==> config.mk <==
export PLATFORM = sky130hd
export DESIGN_NAME = serial_tx_arbiter_flat
export DESIGN_NICKNAME = d
export VERILOG_FILES = /design/src/rtl/serial_tx_arbiter_if.sv /design/src/rtl/serial_tx_arbiter.sv /design/src/flat_wrapper.sv
export SDC_FILE = /design/constraint.sdc
export NUM_CORES = 1
export LEC_CHECK = 0
export ABC_AREA = 1
export BUFFER_PORTS_ARGS = -buffer_cell sky130_fd_sc_hd__clkbuf_2
export CORE_MARGIN = 1.5
export CORE_UTILIZATION = 52
export CTS_CLUSTER_DIAMETER = 40
export DETAILED_ROUTE_END_ITERATION = 16
export GPL_TIMING_DRIVEN = 1
export PLACE_DENSITY = 0.79
export SLEW_MARGIN = 25
export SYNTH_ARGS = -nofsm -noshare
export SYNTH_HDL_FRONTEND = slang
export SYNTH_SLANG_ARGS = --single-unit
==> constraint.sdc <==
create_clock -name clk -period 2.3 [get_ports clk]
set_input_delay 0.115 -clock clk [delete_from_list [all_inputs] [get_ports clk]]
set_output_delay 0.115 -clock clk [all_outputs]
set_load 0.005 [all_outputs]
==> src/rtl/serial_tx_arbiter_if.sv <==
// serial_tx_arbiter_if
// Request-side bus of the serial transmit arbiter. It bundles NREQ
// byte producers, each with its own valid/ready handshake.
//   req_valid : bit i set when requester i has a byte to send
//   req_data  : byte i is req_data[8*i+7:8*i]
//   req_ready : one-hot or zero; bit i set when byte i is taken on this edge
// The master modport is the producers' side. The slave modport is the arbiter's side.
interface serial_tx_arbiter_if #(
    parameter int NREQ = 4
);
    logic [NREQ-1:0]   req_valid;
    logic [8*NREQ-1:0] req_data;
    logic [NREQ-1:0]   req_ready;

    modport master (
        output req_valid,
        output req_data,
        input  req_ready
    );

    modport slave (
        input  req_valid,
        input  req_data,
        output req_ready
    );
endinterface

==> src/rtl/serial_tx_arbiter.sv <==
// serial_tx_arbiter
// Shares a single serial transmit line between NREQ byte producers.
// A round-robin arbiter picks the producer whose byte is sent next.
// Each byte is sent as one frame: a start bit (0), then 8 data bits
// LSB first, then a stop bit (1), then GAP idle bits (1). One bit is
// sent per clock.
// Ports:
//   clk        : single clock
//   resetn     : asynchronous reset, active low
//   bus        : request handshake bus (slave modport)
//   out        : serial line; the idle level is 1
//   busy       : a frame is in progress (start bit through last gap bit)
//   grant_id   : requester whose frame is current or was sent last
//   frame_done : one-cycle pulse during the stop-bit cycle
module serial_tx_arbiter #(
    parameter int  NREQ = 4,
    parameter int  GAP  = 0,
    localparam int IDW  = (NREQ > 1) ? $clog2(NREQ) : 1
) (
    input  logic                clk,
    input  logic                resetn,
    serial_tx_arbiter_if.slave  bus,
    output logic                out,
    output logic                busy,
    output logic [IDW-1:0]      grant_id,
    output logic                frame_done
);

    typedef enum logic [2:0] {
        S_IDLE,
        S_START,
        S_DATA,
        S_STOP,
        S_GAP
    } state_t;

    localparam logic [IDW-1:0] PTR_RST    = IDW'(NREQ - 1);
    localparam int             GAP_LAST_I = (GAP > 0) ? GAP - 1 : 0;
    localparam logic [3:0]     GAP_LAST   = GAP_LAST_I[3:0];

    state_t         state, state_n;
    logic [2:0]     bit_cnt, bit_cnt_n;
    logic [3:0]     gap_cnt, gap_cnt_n;
    logic [7:0]     shift, shift_n;
    logic [IDW-1:0] ptr, ptr_n;
    logic [IDW-1:0] grant_n;
    logic           out_n, busy_n, frame_done_n;

    logic           found;
    logic [IDW-1:0] winner;
    logic [IDW-1:0] idx;
    logic           in_window;
    logic           accept;

    // Round-robin search. The search starts one slot after the last
    // winner and wraps around, so the most recently served requester
    // has the lowest priority.
    always_comb begin
        found  = 1'b0;
        winner = '0;
        idx    = '0;
        for (int k = 1; k <= NREQ; k++) begin
            idx = IDW'((int'(ptr) + k) % NREQ);
            if (!found && bus.req_valid[idx]) begin
                found  = 1'b1;
                winner = idx;
            end
        end
    end

    // The accept window is the idle state or the final bit-cycle of a
    // frame. Accepting in the final cycle lets the next start bit
    // follow the frame with no idle cycle in between.
    always_comb begin
        in_window = 1'b0;
        case (state)
            S_IDLE:  in_window = 1'b1;
            S_STOP:  in_window = (GAP == 0);
            S_GAP:   in_window = (gap_cnt == GAP_LAST);
            default: in_window = 1'b0;
        endcase
    end

    // Ready is combinational. It is held low while reset is asserted,
    // so nothing looks accepted during reset.
    always_comb begin
        accept        = resetn && in_window && found;
        bus.req_ready = '0;
        if (accept) begin
            bus.req_ready[winner] = 1'b1;
        end
    end

    // Next-state logic. The output values are computed from the next
    // state, so the registered outputs line up with the phase they describe.
    always_comb begin
        state_n   = state;
        bit_cnt_n = bit_cnt;
        gap_cnt_n = gap_cnt;
        shift_n   = shift;
        ptr_n     = ptr;
        grant_n   = grant_id;

        case (state)
            S_IDLE: begin
                if (accept) begin
                    state_n = S_START;
                end
            end
            S_START: begin
                state_n   = S_DATA;
                bit_cnt_n = 3'd0;
            end
            S_DATA: begin
                shift_n = {1'b0, shift[7:1]};
                if (bit_cnt == 3'd7) begin
                    state_n = S_STOP;
                end else begin
                    bit_cnt_n = bit_cnt + 3'd1;
                end
            end
            S_STOP: begin
                if (accept) begin
                    state_n = S_START;
                end else if (GAP == 0) begin
                    state_n = S_IDLE;
                end else begin
                    state_n   = S_GAP;
                    gap_cnt_n = 4'd0;
                end
            end
            S_GAP: begin
                if (gap_cnt == GAP_LAST) begin
                    state_n = accept ? S_START : S_IDLE;
                end else begin
                    gap_cnt_n = gap_cnt + 4'd1;
                end
            end
            default: state_n = S_IDLE;
        endcase

        if (accept) begin
            shift_n = bus.req_data[8*winner +: 8];
            ptr_n   = winner;
            grant_n = winner;
        end

        case (state_n)
            S_START: out_n = 1'b0;
            S_DATA:  out_n = shift_n[0];
            default: out_n = 1'b1;
        endcase
        busy_n       = (state_n != S_IDLE);
        frame_done_n = (state_n == S_STOP);
    end

    // State and output registers. Reset takes effect at once and cuts
    // off any frame in progress.
    always_ff @(posedge clk or negedge resetn) begin
        if (!resetn) begin
            state      <= S_IDLE;
            bit_cnt    <= 3'd0;
            gap_cnt    <= 4'd0;
            shift      <= 8'd0;
            ptr        <= PTR_RST;
            grant_id   <= '0;
            out        <= 1'b1;
            busy       <= 1'b0;
            frame_done <= 1'b0;
        end else begin
            state      <= state_n;
            bit_cnt    <= bit_cnt_n;
            gap_cnt    <= gap_cnt_n;
            shift      <= shift_n;
            ptr        <= ptr_n;
            grant_id   <= grant_n;
            out        <= out_n;
            busy       <= busy_n;
            frame_done <= frame_done_n;
        end
    end

endmodule

==> src/flat_wrapper.sv <==
// flat-port wrapper written by rule: the top's interface ports become plain ports
module serial_tx_arbiter_flat 
#(
    parameter int  NREQ = 4,
    parameter int  GAP  = 0,
    localparam int IDW  = (NREQ > 1) ? $clog2(NREQ) : 1
)
  (clk, resetn, out, busy, grant_id, frame_done, bus_req_valid, bus_req_data, bus_req_ready);
  serial_tx_arbiter_if #(.NREQ(NREQ)) bus_i ();
  input  logic clk;
  input  logic resetn;
  output logic out;
  output logic busy;
  output logic [IDW-1:0] grant_id;
  output logic frame_done;
  input wire logic [$bits(bus_i.req_valid)-1:0] bus_req_valid;
  input wire logic [$bits(bus_i.req_data)-1:0] bus_req_data;
  output wire logic [$bits(bus_i.req_ready)-1:0] bus_req_ready;
  assign bus_i.req_valid = bus_req_valid;
  assign bus_i.req_data = bus_req_data;
  assign bus_req_ready = bus_i.req_ready;
  serial_tx_arbiter #(.NREQ(NREQ), .GAP(GAP)) u_core (.clk(clk), .resetn(resetn), .bus(bus_i), .out(out), .busy(busy), .grant_id(grant_id), .frame_done(frame_done));
endmodule
==> results.ini <==
[floorplan]
placementRows = 20
die_h_um = 60.7
core_um2 = 3100
fp.dieArea_um2 = 3690
io_pins = 47
start_util_pct = 55.8
die_w_um = 60.7

[drt]
ant_nets = 0
drtIter0Drc = 59
drt_pre_antenna_iters = 4
num_vias = 1792
drc = 0
avgRoutedWirePerCell_um = 11.6
routed_wl_um = 4090
viasPerCell = 5.09

[layout]
fin_nets = 351
final_cell_mix = nand2_1, clkbuf_2, nand3_1
drive_gt1_share_pct = 32.8
insertedDiodeCount = 0
area_delta_synth_final_pct = 28.2
final_common_cell = nand2_1
final_core_util_pct = 71.6
fillers = 294

[clocking]
cts_buffers = 3
cts_root_buf = clkbuf_4
insertion_delay_ps = 310
cts_tree = built
cts.path.max_buffers = 2
path_clk_slew_ps = 130
cts_sinks = 25
h-tree-depth = 1

[grt]
grt-ovfl-total = 0
grt_pass1_vias = 1541
grt_max_degree = 26
track_usage_pct = 22.6
grt_pass1_wl_um = 6370
antenna_found_initial = 0

[timing]
tns_ps = 0
fin_skew_ps = 3.54
clock.fmax_ghz = 0.463
rsz0062_at_grt = yes
fin_hold_ws_ps = 118
worst_pin_slew_ps = 438
fin_crit_sh_pct = 94.0
setup-violations-final = 0
finalMaxSlewViolations = 0
min_period_ps = 2160
setup_ws_ps = 138
finalHoldViolCount = 0
relSlewSlack_pct = 70.8

[worst_setup_path]
r2r_cells = 15
cp.arrival_ps = 2050
cp-start-kind = flop
critPathKind = reg -> out
endpoint_kind = output port
path_max_fanout = 9
critPathRequiredTime_ps = 2180

[place]
dpl_worst_slack_ps = 151
hpwlAfterDp_um = 2880
routabilityCongestion = 0.889
portBuffers = 46

[outcome]
outcome = complete, no violations

[power]
power_frac_clock_pct = 5.2
pwr-share-seq_pct = 19.9
internal_power_uw = 1740
switching_share_pct = 51.8
ir_drop_mv = 1.49
p_leak_uw = 0.00122
p_comb_share_pct = 74.9
powerDensity_nw_per_um2 = 1620
switchingPower_uw = 1870

[job]
maxCapViolCount = 0

[yosys]
netlist_top_cells_area = dfrtp_1, nand2_1, nand3_1
yosysTopAreaCellShare_pct = 31.8
synth_area_per_cell_um2 = 7.07
postSynthCellCount = 245
synth_nets = 287
yosysUniqueCellTypes = 31
synth-seq-area-share_pct = 36.3
synth_warnings = 0
synth_seq_cells = 25
synth_top_cell_by_area = dfrtp_1
netlist_area_um2 = 1730

[min_path]
worstHoldPathType = in -> reg
hold-path-cell-count = 5

## worst paths after layout
path / slack (ps) / startpoint / to
min: 120 / bus_req_data[13] / u_core.shift[5]$_DFFE_PN0P_
max reg2reg: 210 / u_core.ptr[0]$_DFFE_PN1N_ / u_core.shift[4]$_DFFE_PN0P_
min reg2reg: 500 / u_core.grant_id[1]$_DFFE_PN0N_ / u_core.grant_id[1]$_DFFE_PN0N_
max: 140 / u_core.ptr[0]$_DFFE_PN1N_ / bus_req_ready[3]
max in group asynchronous: 1670 / resetn / u_core.ptr[0]$_DFFE_PN1N_
min in group asynchronous: 340 / resetn / u_core.busy$_DFF_PN0_
## Yosys cell counts
cell and number:
dfstp_2 3, nor3_1 1, inv_2 3, inv_1 18, nand2_4 3, nor2_4 2
ha_1 4, xnor2_1 2, buf_2 2, nor2_1 28, nor2_2 1, a211oi_1 2
and3_1 2, dfrtp_1 22, buf_6 3, o31ai_1 1, nand2_2 9, nand4_1 7
nand3_4 2, a21oi_1 2, o21ai_0 6, inv_6 1, clkinv_1 1, nand3b_1 1
nand3_1 31, nand2_1 82, xor2_1 1, o21a_1 1, a22o_1 2, clkbuf_1 1
nand3_2 1
## cell type report
| type | instances | area [um2] | share of cell area (%) |
|---|---|---|---|
| Multi-Input combinational cell | 192 | 1030 | 46.2 |
| Sequential cell | 25 | 629 | 28.3 |
| Timing Repair Buffer | 64 | 375 | 16.9 |
| Inverter | 23 | 109 | 4.90 |
| Tap cell | 44 | 55.1 | 2.48 |
| Clock buffer | 4 | 26.3 | 1.18 |
## layer usage
layer / up-vias / routed length, um / GRT usage [%]
li1: 914 / - / -
met1: 821 / 1850 / 31.0
met2: 51 / 2050 / 37.8
met3: 6 / 151 / 1.92
met4: 0 / 51 / 7.76
met5: - / 0 / 0
## stage by stage
step	std cells	total power (uW)	cell area [um2]
after floorplan	245	2520	1730
after global placement	330	2800	1980
after detailed placement	330	2850	1980
after CTS	342	3250	2090
after global routing	352	3950	2220
final	352	3600	2220
## power by group through the flow
stage | Combinational (uW) | Sequential (uW) | Clock (uW)
2_1_floorplan | 1810 | 705 | 0
3_3_place_gp | 2060 | 737 | 0
3_5_place_dp | 2110 | 744 | 0
4_1_cts | 2330 | 720 | 194
5_1_grt | 3000 | 734 | 213
6_report | 2700 | 716 | 188
## sequential cells by signal, summed over array words and instances (netlist names)
signal / flops
u_core.bit_cnt: 3
u_core.busy: 1
u_core.frame_done: 1
u_core.gap_cnt: 4
u_core.grant_id: 2
u_core.out: 1
u_core.ptr: 2
u_core.shift: 8
u_core.state: 3
## repair_timing
| action | in CTS | in global routing |
|---|---|---|
| resized for setup | 6 | 18 |
| hold buffers | 1 | 0 |
| pin swaps | 2 | 8 |
| gates cloned | 0 | 1 |
| setup endpoints to repair | 4 | 7 |
| buffers inserted | 7 | 9 |
| hold endpoints to repair | 22 | 0 |
## worst max-delay path: stages (launching register included)
cell and delay [ps]:
dfstp_2 620, inv_6 70, nand2_1 70, nand2_2 70, nand2_1 90, nand2_2 70
nand2_2 80, nand2_1 60, nand2_2 120, nand3_4 110, inv_6 110, nand2_4 60
nor2_1 80, clkbuf_2 110
## cell families after synthesis
family                   Yosys count  synth area share [%]
XOR/XNOR                           3                  1.52
adder cells (fa/ha/maj)            4                  2.89
buffers and inverters             29                  8.01
flip-flops                        25                  36.3
AO/OA/AOI/OAI                     14                  5.05
AND/OR/NAND/NOR                  170                  46.2
No activity file was read; power rests on OpenSTA's default activity.
